[src/rtl/posit_pkg.sv]
// rtl/posit_pkg.sv - shared posit constants and decoded-field types
package posit_pkg;

    localparam int DEFAULT_BITS = 32;
    localparam int DEFAULT_ES   = 3;

    localparam logic [DEFAULT_BITS-1:0] POSIT_ZERO = '0;
    localparam logic [DEFAULT_BITS-1:0] POSIT_NAR  = {1'b1, {(DEFAULT_BITS-1){1'b0}}};

    typedef struct packed {
        logic                           sign;
        logic signed [DEFAULT_BITS-1:0] seed;
        logic [DEFAULT_ES-1:0]          exp;
        logic [DEFAULT_BITS-1:0]        frac;
        logic                           zero;
        logic                           nar;
    } posit_fields_t;

endpackage

[src/rtl/regime_counter.sv]
// rtl/regime_counter.sv - run-length detector for the posit regime field
module regime_counter #(
    parameter int N  = 31,
    parameter int CW = 6
) (
    input  logic [N-1:0]  bits_i,
    output logic [CW-1:0] m_o,
    output logic          r_o
);

    localparam logic [CW-1:0] ONE = 1;

    logic run;

    // Count leading bits equal to the MSB; the first differing bit ends the run.
    always_comb begin
        r_o = bits_i[N-1];
        m_o = '0;
        run = 1'b1;
        for (int i = N - 1; i >= 0; i--) begin
            if (run && (bits_i[i] == r_o)) begin
                m_o = m_o + ONE;
            end else begin
                run = 1'b0;
            end
        end
    end

endmodule

[src/rtl/posit_unpacker.sv]
// rtl/posit_unpacker.sv - two-stage posit field decoder; UNPACKER_NAR_EN enables NaR detection
module posit_unpacker
    import posit_pkg::*;
#(
    parameter int BITS = DEFAULT_BITS,
    parameter int ES   = DEFAULT_ES
) (
    input  logic                   clk,
    input  logic                   rst,
    input  logic                   in_valid,
    output logic                   in_ready,
    input  logic [BITS-1:0]        in_posit,
    output logic                   out_valid,
    input  logic                   out_ready,
    output logic                   sign,
    output logic signed [BITS-1:0] seed,
    output logic [ES-1:0]          exp,
    output logic [BITS-1:0]        frac,
    output logic                   zero,
    output logic                   nar
);

    localparam int CW = $clog2(BITS) + 1;
    localparam logic [CW-1:0] ONE_CW = 1;
    localparam logic [BITS-1:0] ONE_B = 1;

    logic                   s1_valid_q, s1_sign_q, s1_zero_q, s1_nar_q;
    logic [BITS-2:0]        s1_mag_q;
    logic                   s1_sign_d, s1_zero_d, s1_nar_d;
    logic [BITS-2:0]        s1_mag_d;

    logic                   s2_valid_q, s2_sign_q, s2_zero_q, s2_nar_q;
    logic signed [BITS-1:0] s2_seed_q, s2_seed_d;
    logic [ES-1:0]          s2_exp_q, s2_exp_d;
    logic [BITS-1:0]        s2_frac_q, s2_frac_d;

    logic                   s2_ready, in_fire, s1_adv;
    logic [CW-1:0]          run_len, shamt;
    logic                   run_bit;
    logic [BITS-1:0]        run_ext;
    logic [BITS+ES-1:0]     tail;

    assign s2_ready = !s2_valid_q || out_ready;
    assign in_ready = !s1_valid_q || s2_ready;
    assign in_fire  = in_valid && in_ready;
    assign s1_adv   = s1_valid_q && s2_ready;

    // Only the low BITS-1 bits of the magnitude ever feed the regime/exponent/fraction decode.
    assign s1_sign_d = in_posit[BITS-1];
    assign s1_mag_d  = s1_sign_d ? -in_posit[BITS-2:0] : in_posit[BITS-2:0];
    assign s1_zero_d = (in_posit == '0);
`ifdef UNPACKER_NAR_EN
    assign s1_nar_d  = (in_posit == {1'b1, {(BITS-1){1'b0}}});
`else
    assign s1_nar_d  = 1'b0;
`endif

    always_ff @(posedge clk or posedge rst) begin
        if (rst) begin
            s1_valid_q <= 1'b0;
            s1_sign_q  <= 1'b0;
            s1_mag_q   <= '0;
            s1_zero_q  <= 1'b0;
            s1_nar_q   <= 1'b0;
        end else begin
            if (in_fire) begin
                s1_valid_q <= 1'b1;
                s1_sign_q  <= s1_sign_d;
                s1_mag_q   <= s1_mag_d;
                s1_zero_q  <= s1_zero_d;
                s1_nar_q   <= s1_nar_d;
            end else if (s1_adv) begin
                s1_valid_q <= 1'b0;
            end
        end
    end

    regime_counter #(
        .N  (BITS - 1),
        .CW (CW)
    ) u_regime_counter (
        .bits_i (s1_mag_q),
        .m_o    (run_len),
        .r_o    (run_bit)
    );

    // Shift out the regime run plus its terminator; what remains is exponent then fraction.
    assign shamt   = run_len + ONE_CW;
    assign tail    = {s1_mag_q, {(ES+1){1'b0}}} << shamt;
    assign run_ext = {{(BITS-CW){1'b0}}, run_len};

    always_comb begin
        s2_seed_d = run_bit ? (run_ext - ONE_B) : -run_ext;
        s2_exp_d  = tail[BITS+ES-1 -: ES];
        s2_frac_d = tail[BITS-1:0];
        if (s1_zero_q || s1_nar_q) begin
            s2_seed_d = '0;
            s2_exp_d  = '0;
            s2_frac_d = '0;
        end
    end

    always_ff @(posedge clk or posedge rst) begin
        if (rst) begin
            s2_valid_q <= 1'b0;
            s2_sign_q  <= 1'b0;
            s2_seed_q  <= '0;
            s2_exp_q   <= '0;
            s2_frac_q  <= '0;
            s2_zero_q  <= 1'b0;
            s2_nar_q   <= 1'b0;
        end else if (s2_ready) begin
            s2_valid_q <= s1_valid_q;
            if (s1_valid_q) begin
                s2_sign_q <= s1_sign_q;
                s2_seed_q <= s2_seed_d;
                s2_exp_q  <= s2_exp_d;
                s2_frac_q <= s2_frac_d;
                s2_zero_q <= s1_zero_q;
                s2_nar_q  <= s1_nar_q;
            end
        end
    end

    assign out_valid = s2_valid_q;
    assign sign      = s2_valid_q & s2_sign_q;
    assign seed      = s2_valid_q ? s2_seed_q : '0;
    assign exp       = s2_valid_q ? s2_exp_q : '0;
    assign frac      = s2_valid_q ? s2_frac_q : '0;
    assign zero      = s2_valid_q & s2_zero_q;
    assign nar       = s2_valid_q & s2_nar_q;

endmodule

[config.mk]
export PLATFORM = sky130hd
export DESIGN_NAME = posit_unpacker
export DESIGN_NICKNAME = d
export VERILOG_FILES = /design/src/rtl/posit_pkg.sv /design/src/rtl/regime_counter.sv /design/src/rtl/posit_unpacker.sv
export SDC_FILE = /design/constraint.sdc
export NUM_CORES = 1
export LEC_CHECK = 0
export CAP_MARGIN = 20
export CORE_MARGIN = 2
export CORE_UTILIZATION = 64
export CTS_CLUSTER_SIZE = 20
export DETAILED_ROUTE_END_ITERATION = 8
export PLACE_DENSITY = 0.89
export SETUP_SLACK_MARGIN = 0.1
export SLEW_MARGIN = 20
export SYNTH_ARGS = -nofsm -noshare
export SYNTH_HDL_FRONTEND = slang
export SYNTH_HIERARCHICAL = 1
export SYNTH_SLANG_ARGS = --single-unit
[constraint.sdc]
create_clock -name clk -period 23.3 [get_ports clk]
set_input_delay 4.66 -clock clk [delete_from_list [all_inputs] [get_ports clk]]
set_output_delay 4.66 -clock clk [all_outputs]
set_load 0.1 [all_outputs]
==> summary.md <==
| Metric | Value |
|---|---|
| Clock transition at the registers of the reported paths | around 0.06 ns |
| Most frequent cell after synthesis | nand2_1 |
| Core Box Area | roughly 16000 um2 |
| Nets | between 1k and 1.5k |
| Clock latency on the worst-skew pair | approximately 0.35 ns |
| Synthesis-to-finish area growth | 11.26% |
| Syn Std Cell Area | 10350 um2 |
| Final hold vios | 0 |
| Ys Warns | 6 |
| CTS-repair resized insts | 0 |
| Initial drt markers | 1038 |
| Type of origin of the critical path | flip-flop |
| Slew Viols, Final | 0 |
| Hpwl dp | slightly below 20000 um |
| # Post-CTS Setup Buffers | 0 |
| Slowest-stage cell, CP | ha_2 |
| R2r setup slk | around 7.3 ns |
| Layout cells sized above 1 | between 10% and 20% |
| Top Metal Used | met4 |
| Post-synthesis cell type count | 115 |
| Fmax achieved | 62.56 MHz |
| Metal2 WL | approximately 13000 um |
| Routability Congestion | about 0.95 |
| WHS Path Cells | 2 |
| Compound-Gate Fraction of Synth Area | 21.67% |
| I/O pin count | 108 |
| Synth top area share | between 10% and 20% |
| Die X | about 130 um |
| Asr flop ratio synth | between 90% and 100% |
| Relative slew slack | around a third |
| Hold_buf cts | 0 |
| Crit path max fanout | 88 |
| H-tree levels | 3 |
| Clock Sink Count | between 70 and 80 |
| Die Y | roughly 130 um |
| Power Dens Cells | between 100 and 150 nW/um2 |
| Critical path type | reg -> reg |
| Worst Setup End Kind | flip-flop |
| Vias/cell | ~6.4 |
| Initial core utilization | about two thirds |
| Placement Cell Area | roughly 11000 um2 |
| Post-synthesis sequential area ratio | between 10% and 20% |
| Largest net degree at the start of global routing | 89 |
| Commonest cells post-synth | nand2_1, nor2_1, dfrtp_1 |
| Residual DRC | 0 |
| Crit-path most repeated cell | ha_1 |
| Multi-input gate area | 7746 um2 |
| First-pass GRT wire length | roughly 44000 um |
| Post-route cell area | 11520 um2 |
| Simple-Gate Fraction of Synth Area | about a quarter |
| Top cells by area, synth | dfrtp_1, nand2_1, mux4_2, mux2i_1, ha_1 |
| Critical Path RT | about 24 ns |
| Post-DR wirelength/cell | 17.72 um |
| Measured slew at the worst slew-check pin | between 0.9 and 1 ns |
| Via count | a little under 10k |
| CTS tree | done |
| Number of max-cap violations | 0 |
| Initial antenna violation count | 0 |
| Outcome | finished, final reports clean |
| ANT nets after route | 0 |
| XOR/XNOR Fraction of Synth Area | a little under an eighth |
| Post-synth top flop | dfrtp_1 |
| Num CTS Buffers | 9 |
| CTS Root Cell | clkbuf_16 |
| Main combinational cell family by area after synthesis | simple AND/OR/NAND/NOR gates |
| WL met1 | approximately 11000 um |
| Hold wc startpoint | s2_seed_q[25] |
| # setup viols final | 0 |
| Cell taking the most area after synthesis | dfrtp_1 |
| Antenna cells | 0 |
| R2R Path End | s2_frac_q[30] |
| Reg2reg start | s1_mag_q[30] |
| Synthesized area per cell | just over 8 um2 |
| Clock Skews | around 0.0084 ns |
| Row cnt | 46 |
| VDD IR max | about 0.000074 V |
| Post-synth EDFFs | 0 |
| GRT Total Usage | a little under a third |
| Slowest Stage Delay on Critical Path | around 1.0 ns |
| Total Wirelength | 26530 um |
| Post-Syn Instances | 1247 |
| R2R cell count | 72 |
| Unrepaired setup endpoints after global routing | no |
| Max clock buf depth | 2 |
| Hold Path Class | reg -> reg |
| Min-Delay Endpoint | s2_seed_q[25] |
| FF/Latch Area | a little under 2000 um2 |
| Leakage power | roughly 4.6 nW |
| Setup tns final | 0 ns |
| WP data arrival | 16.21 ns |
| Tmin final | 15.98 ns |
| Mux contribution to synthesized area | around an eighth |
| DRT Pass-1 Iters | 6 |
| # port buffers | between 100 and 150 |
| Final cycle utilization of the critical path | between 60% and 70% |
| Met3 routed WL | slightly below 2000 um |
| Die area | 17210 um2 |
| Vias in the first global route | roughly 9k |
| GRT overflow | 0 |
| Post-synthesis adder-cell area fraction | 3.868% |
| FILL cells | ~1.2k |
| Seq cells post-synth | 79 |
per-layer routing:
metal  track usage (%)  vias up
met2             51.37      427
met3             3.665       53
li1                  -     4564
met1             41.01     4610
met4             6.884        0
met5                 0        -
sequential cells by signal, indices dropped and copies added (netlist names), 3 cells and up:
register   flops
s1_mag_q      31
s2_exp_q       3
s2_frac_q     28
s2_seed_q     11
kinds of logic (layout without fill, tap and decap cells):
group,Yosys count,in the layout
muxes,91,91
other,1,5
adders and majority gates,32,32
DFF,79,79
xor gates and xnor gates,110,110
and+or+nand+nor,489,489
AOI/OAI and AO/OA,317,317
buffers and inverters,128,158
final cells by class:
cell class / count / area share, %
Inverter: 33 / 1.075
Timing Repair Buffer: 109 / 9.450
Clock inverter: 7 / 0.7495
Multi-Input combinational cell: 1044 / 67.25
Clock buffer: 9 / 1.955
Tap cell: 216 / 2.346
Sequential cell: 79 / 17.17
stage by stage:
| stage | power, mW | util, % | hold slack, ns | setup WS (ns) | std cells |
|---|---|---|---|---|---|
| 3_3_place_gp | 1.103 | 70.63 | 0.4520 | 8.021 | 1480 |
| 3_5_place_dp | 1.126 | 70.63 | 0.4617 | 7.484 | 1480 |
| 2_1_floorplan | 0.9623 | - | 0.4377 | 8.550 | 1251 |
| 4_1_cts | 1.277 | 72.60 | 0.4767 | 7.435 | 1496 |
| 5_1_grt | 1.360 | 72.77 | 0.4946 | 5.919 | 1497 |
| 6_report | 1.291 | 72.77 | 0.4750 | 7.316 | 1497 |
power by group:
part           internal, mW  leakage (nW)  switching, mW  total, mW
logic                 0.318          3.46          0.599      0.917
registers             0.177         0.978         0.0490      0.226
clock network        0.0854         0.150         0.0630      0.148
worst max-delay path, delay by kind of cell, from the launching register on:
family,cells,cell delay (ns)
muxes,2,0.86
adders and majority gates,16,5.57
buffers and inverters,5,1.06
DFF,1,0.35
and+or+nand+nor,20,2.95
AOI/OAI and AO/OA,29,5.05
cells in the final DEF, fill, tap and decap left out, types with 11 or more instances in the layout:
cell type	count
ha_1	31
nor2b_1	19
clkdlybuf4s50_1	101
a22o_1	11
a211oi_1	13
a31oi_1	12
mux2_2	15
inv_1	31
o21ai_0	75
nor3_1	32
nand2_1	153
dfrtp_1	78
a221o_1	13
mux2i_1	47
a21oi_1	58
xnor2_2	11
nor2_1	87
xor2_1	43
nand2b_1	22
or2_2	12
nand4_1	14
and2_1	56
nand3_1	27
mux4_2	21
xnor2_1	41
o31ai_1	18
worst max-delay path by stage:
stage,depth (start not counted),end,start
floorplan,79,s2_frac_q[23],s1_mag_q[30]
global placement,72,s2_frac_q[30],s1_mag_q[30]
detailed placement,72,s2_frac_q[30],s1_mag_q[30]
CTS,72,s2_frac_q[30],s1_mag_q[30]
global route,72,s2_exp_q[0],s1_mag_q[30]
finish,72,s2_frac_q[30],s1_mag_q[30]
Power figures use the tool's default switching activity.
==> patch 1, RTL diff (same flow settings) <==
`DEFAULT_ES`: 3 -> 6.
--- a/src/rtl/posit_pkg.sv
+++ b/src/rtl/posit_pkg.sv
@@ -3,5 +3,5 @@
 
     localparam int DEFAULT_BITS = 32;
-    localparam int DEFAULT_ES   = 3;
+    localparam int DEFAULT_ES   = 6;
 
     localparam logic [DEFAULT_BITS-1:0] POSIT_ZERO = '0;
Interface: changed (resized exp); port bits go from 108 to 111. The function was not compared with the original's and may differ.
==> patch 1 against the unedited design <==
- combinational power up 2.2%
- final area up 1.1%
- area after synthesis up 1.4%
- power up 2.4%
- setup slack worse by 64 ps
- routed wire length up 6.1%
- sequential power up 3%
- first-iteration DRC count down 5.6%
- synthesized cell count up 2.9%
- sequential cell count unchanged
- critical path type unchanged
- critical endpoint is now s2_frac_q[29]$_DFFE_PP0P_
==> patch 1: results <==
group,metric,value,unit
logic_synthesis,yosysWarnings,6,
global_route,antenna_found_initial,0,
timing,fin_skew,2.78,ps
critical_path,r2r_start,"s1_mag_q[30]$_DFFE_PP0P_",
clock_tree,cts_resized,0,
logic_synthesis,ys_seq_area_share,18.8,%
critical_path,reg2reg_slack,7250,ps
drt,top_layer_used,"met4",
place,post-place-ws,7690,ps
hold_path,hp-start,"s2_seed_q[5]$_DFFE_PP0P_",
timing,max_freq,62.3,MHz
global_route,grtUsageMet2,52.6,%
global_route,grt_max_degree,80,
finish,fillers,1197,
drt,wl_met2,13300,µm
place,placedCellCount,1515,
hold_path,min_path_type,"reg -> reg",
timing,relSlewSlack,31.9,%
global_route,grtUsageMet3,6.04,%
clock_tree,cts_setup_buffers,0,
drt,wl,28100,µm
place,gp_congestion,0.991,
drt,routed_wire_length_per_instance,18.4,µm
finish,reg.largest.list,"s1_mag_q x31, s2_frac_q x25, s2_seed_q x11",
logic_synthesis,synth_cell_types,108,
pwr,p_leak,4.56,nW
finish,antenna_cells,0,
critical_path,cp_slowest_stage_delay,1070,ps
run_status,outcome,"completed",
pwr,peakVddDrop,0.110,mV
place,port_buffers,102,
drt,wl_met3,2380,µm
drt,wl_met1,11900,µm
critical_path,critPathTopFamily,"adder cells",
global_route,grtUsageMet1,43.4,%
critical_path,worstPathArrival,16260,ps
logic_synthesis,async_flop_share,100,%
drt,initialDrtViolationCount,980,
global_route,grt_pass1_vias,9335,
finish,drive_above_1_share,12.2,%
finish,nNetsFinal,1378,
clock_tree,cts_buffers,9,
clock_tree,clock_latency,340,ps
critical_path,slowest_stage,"ha_2",
critical_path,critical_path_class,"reg -> reg",
critical_path,worstPathMaxFanout,42,
place,dp_hpwl,20700,µm
clock_tree,h-tree-depth,3,
clock_tree,clk_path_buf_depth,2,
drt,first_pass_iters,5,
place,placed_area,11300,µm²
drt,via_per_inst,6.53,
logic_synthesis,synth_cells,1283,
logic_synthesis,synth_common_cells,"158 x nand2_1, 89 x nor2_1, 79 x dfrtp_1, 79 x o21ai_0, 68 x a21oi_1",
clock_tree,clockRootBuffer,"clkbuf_16",
logic_synthesis,synth_area_leaders,"dfrtp_1 19%, nand2_1 5.7%, mux4_2 4.7%",
global_route,grt_usage,32.0,%
global_route,grt_pass1_wl,46900,µm
patch 1: cell count changes after synthesis, moves of 6 or more:
cell      before  now
a211oi_1      13    2
nand3_1       27   36
o31ai_1       18   12
nor3_1        32   26
o211ai_1       7   15
mux2i_1       47   39
a21oi_1       58   68
mux2_2        15   23
nor2b_1       19   12
a221o_1       13    3
a32oi_1        2   11
patch 1: cell type report:
cell class / instances / area (µm²) / share of cell area (%)
sequential: 79 / 1980 / 17.0
clock buffer: 11 / 243 / 2.08
multi-input combinational: 1074 / 7840 / 67.3
inverter: 32 / 121 / 1.04
timing repair buffer: 114 / 1110 / 9.53
clock inverter: 5 / 81.3 / 0.698
tap: 216 / 270 / 2.32
patch 1: through the flow:
step                utilization (%)  hold WS [ps]
CTS                            73.1           473
detailed placement             71.0           459
global route                   73.1           500
floorplan                         -           430
global placement               71.0           450
finish                         73.1           470
patch 1: where the power goes:
group / switching, mW / leakage, nW / total, mW / internal (mW)
combinational: 0.619 / 3.43 / 0.937 / 0.317
sequential: 0.0552 / 0.977 / 0.233 / 0.178
clock: 0.0560 / 0.156 / 0.153 / 0.0967
patch 1: cell families after synthesis:
kind of cell	synth area share, %
compound gates	22.8
xor+xnor	11.6
fa+ha+maj	3.81
buf+inv	6.91
flops	18.8
mux	11.3
other cells	0.0357
simple gates	24.7
patch 1: final timing paths:
| check | to | cells after the start |
|---|---|---|
| hold / removal | s2_seed_q[5]$_DFFE_PP0P_ | 1 |
| min in group asynchronous | s2_frac_q[14]$_DFFE_PP0P_ | 3 |
| max in group asynchronous | s1_mag_q[30]$_DFFE_PP0P_ | 3 |
| hold reg to reg | s2_seed_q[5]$_DFFE_PP0P_ | 1 |
| setup reg to reg | s2_frac_q[29]$_DFFE_PP0P_ | 71 |
| setup / recovery | s2_frac_q[29]$_DFFE_PP0P_ | 71 |
==> patch 2, RTL diff (same settings) <==
Made on the original files. Make the reset (`rst`) synchronous in 2 clocked blocks.
--- a/src/rtl/posit_unpacker.sv
+++ b/src/rtl/posit_unpacker.sv
@@ -56,5 +56,5 @@
 `endif
 
-    always_ff @(posedge clk or posedge rst) begin
+    always_ff @(posedge clk) begin
         if (rst) begin
             s1_valid_q <= 1'b0;
@@ -101,5 +101,5 @@
     end
 
-    always_ff @(posedge clk or posedge rst) begin
+    always_ff @(posedge clk) begin
         if (rst) begin
             s2_valid_q <= 1'b0;
Behaviour: differs if rst is asserted again (counterexample within 4 cycles, from zero or initial values and one cycle with rst high); with rst held inactive, the same outputs for 4 cycles.
==> patch 2 against the unedited design <==
- sequential share of layout area shrank 3.3 points
- power shrank 33%
- non-clock buffer count grew 1
- sequential cell count is the same
- final area shrank 0.73%
- area after synthesis shrank 0.57%
- setup slack gained 180 ps
- routed wire length grew 0.90%
- synthesized cell count grew 5.0%
- sequential power shrank 24%
- largest power group unchanged
- highest routed layer unchanged
==> patch 2: results <==
group,metric,value,unit
run_status,outcome,"completed",
drt,routed_wire_length_per_instance,17.3,µm
global_route,grt_pass1_wl,42800,µm
place,dp_hpwl,20200,µm
global_route,grt_pass1_vias,8930,
clock_tree,cts_hold_buf,0,
place,gp_congestion,0.966,
finish,reg.largest.list,"s1_mag_q x31, s2_frac_q x28, s2_seed_q x11",
clock_tree,cts_resized,0,
clock_tree,clockRootBuffer,"clkbuf_16",
hold_path,hp-start,"s2_frac_q[4]$_SDFFE_PP0P_",
logic_synthesis,synth_area_leaders,"dfxtp_1 15%, mux2i_1 6.2%, nand2_1 4.4%",
clock_tree,cts_setup_buffers,0,
clock_tree,h-tree-depth,3,
logic_synthesis,synth_ff_type,"dfxtp_1",
clock_tree,cts_buffers,9,
clock_tree,clock_latency,350,ps
finish,nNetsFinal,1398,
global_route,grt_max_degree,75,
global_route,grt_usage,30.5,%
drt,via_per_inst,6.46,
critical_path,slowest_stage,"o22ai_1",
clock_tree,clkSlewWorstSetupHoldPaths,70,ps
pwr,peakVddDrop,0.0520,mV
drt,initialDrtViolationCount,1003,
place,port_buffers,102,
finish,antenna_cells,0,
logic_synthesis,yosysWarnings,6,
critical_path,worstPathArrival,16050,ps
critical_path,cp-startpoint,"s1_mag_q[27]$_SDFFE_PP0P_",
logic_synthesis,async_flop_share,0,%
logic_synthesis,ys_seq_area_share,15.4,%
finish,drive_above_1_share,12.2,%
drt,first_pass_iters,6,
logic_synthesis,synth_cell_types,110,
logic_synthesis,synth_common_cells,"122 x nand2_1, 113 x nor2_1, 79 x dfxtp_1, 74 x a21oi_1, 64 x mux2i_1",
timing,worst_pin_slew,1050,ps
pwr,p_leak,4.27,nW
global_route,antenna_found_initial,0,
critical_path,worstPathMaxFanout,14,
timing,fin_skew,11.5,ps
critical_path,cp_slowest_stage_delay,720,ps
hold_path,min_path_type,"reg -> reg",
clock_tree,clk_path_buf_depth,2,
==> patch 2: cell types whose count changed in the layout (fill, tap and decap cells not counted), sizes merged, moves of 13 or more <==
cell and delta:
a211oi +17, a21oi +16, nand2 -32, o21ai -26
a221o -13, mux2i +17, dfxtp +79, dfrtp -79
mux2 +16, nor2 +26
==> patch 2: path summary, 6_finish.rpt <==
path | to | slack [ps] | cells past startpoint
max | s2_frac_q[27]$_SDFFE_PP0P_ | 7490 | 71
min | s2_frac_q[4]$_SDFFE_PP0P_ | 440 | 2
max reg2reg | s2_frac_q[27]$_SDFFE_PP0P_ | 7490 | 71
min reg2reg | s2_frac_q[4]$_SDFFE_PP0P_ | 440 | 2
==> patch 2: final cells by class <==
cell class | count | area, µm²
clock buffers | 10 | 239
clock inverters | 6 | 51.3
fillers | 1230 | 4390
inverters | 40 | 150
multi-input cells | 1090 | 8060
flip-flops and latches | 79 | 1580
well taps | 216 | 270
repair buffers | 110 | 1080
==> patch 2: metrics by stage <==
| stage | area [µm²] | setup slack, ps | std cells | power (mW) |
|---|---|---|---|---|
| after floorplan | 10300 | 8200 | 1313 | 0.597 |
| after global placement | 11100 | 8170 | 1535 | 0.689 |
| after detailed placement | 11100 | 7830 | 1535 | 0.705 |
| after CTS | 11400 | 7780 | 1551 | 0.844 |
| after global routing | 11400 | 6180 | 1551 | 0.910 |
| final | 11400 | 7490 | 1551 | 0.860 |
==> patch 2: cell families (layout without fill, tap and decap cells) <==
kind of cell | count (synthesis) | in the layout | synth area share, %
AO/OA/AOI/OAI | 330 | 330 | 23.1
XOR/XNOR | 105 | 105 | 11.6
adder cells (fa/ha/maj) | 32 | 32 | 3.89
buffers and inverters | 144 | 166 | 6.89
flip-flops | 79 | 79 | 15.4
multiplexers | 117 | 117 | 13.8
other | 1 | 5 | 0.0364
AND/OR/NAND/NOR | 501 | 501 | 25.3
==> patch 2: power by group <==
group / total (mW) / internal, mW / leakage (nW) / switching (mW)
sequential: 0.172 / 0.151 / 0.649 / 0.0211
combinational: 0.552 / 0.224 / 3.49 / 0.328
clock: 0.136 / 0.0763 / 0.140 / 0.0596
==> patch 2: routing by layer <==
layer	track usage [%]	up-vias	wire, µm
li1	-	4804	-
met1	40.8	4689	11500
met2	50.0	448	12600
met3	3.42	78	1730
met4	13.1	0	911
met5	0	-	0
==> patch 2: critical path: cells and delay by family (launching register included) <==
| kind | cells | cell delay, ps |
|---|---|---|
| mux | 2 | 360 |
| flops | 1 | 530 |
| compound gates | 29 | 6300 |
| simple gates | 20 | 3140 |
| buf+inv | 5 | 390 |
| fa+ha+maj | 15 | 4920 |
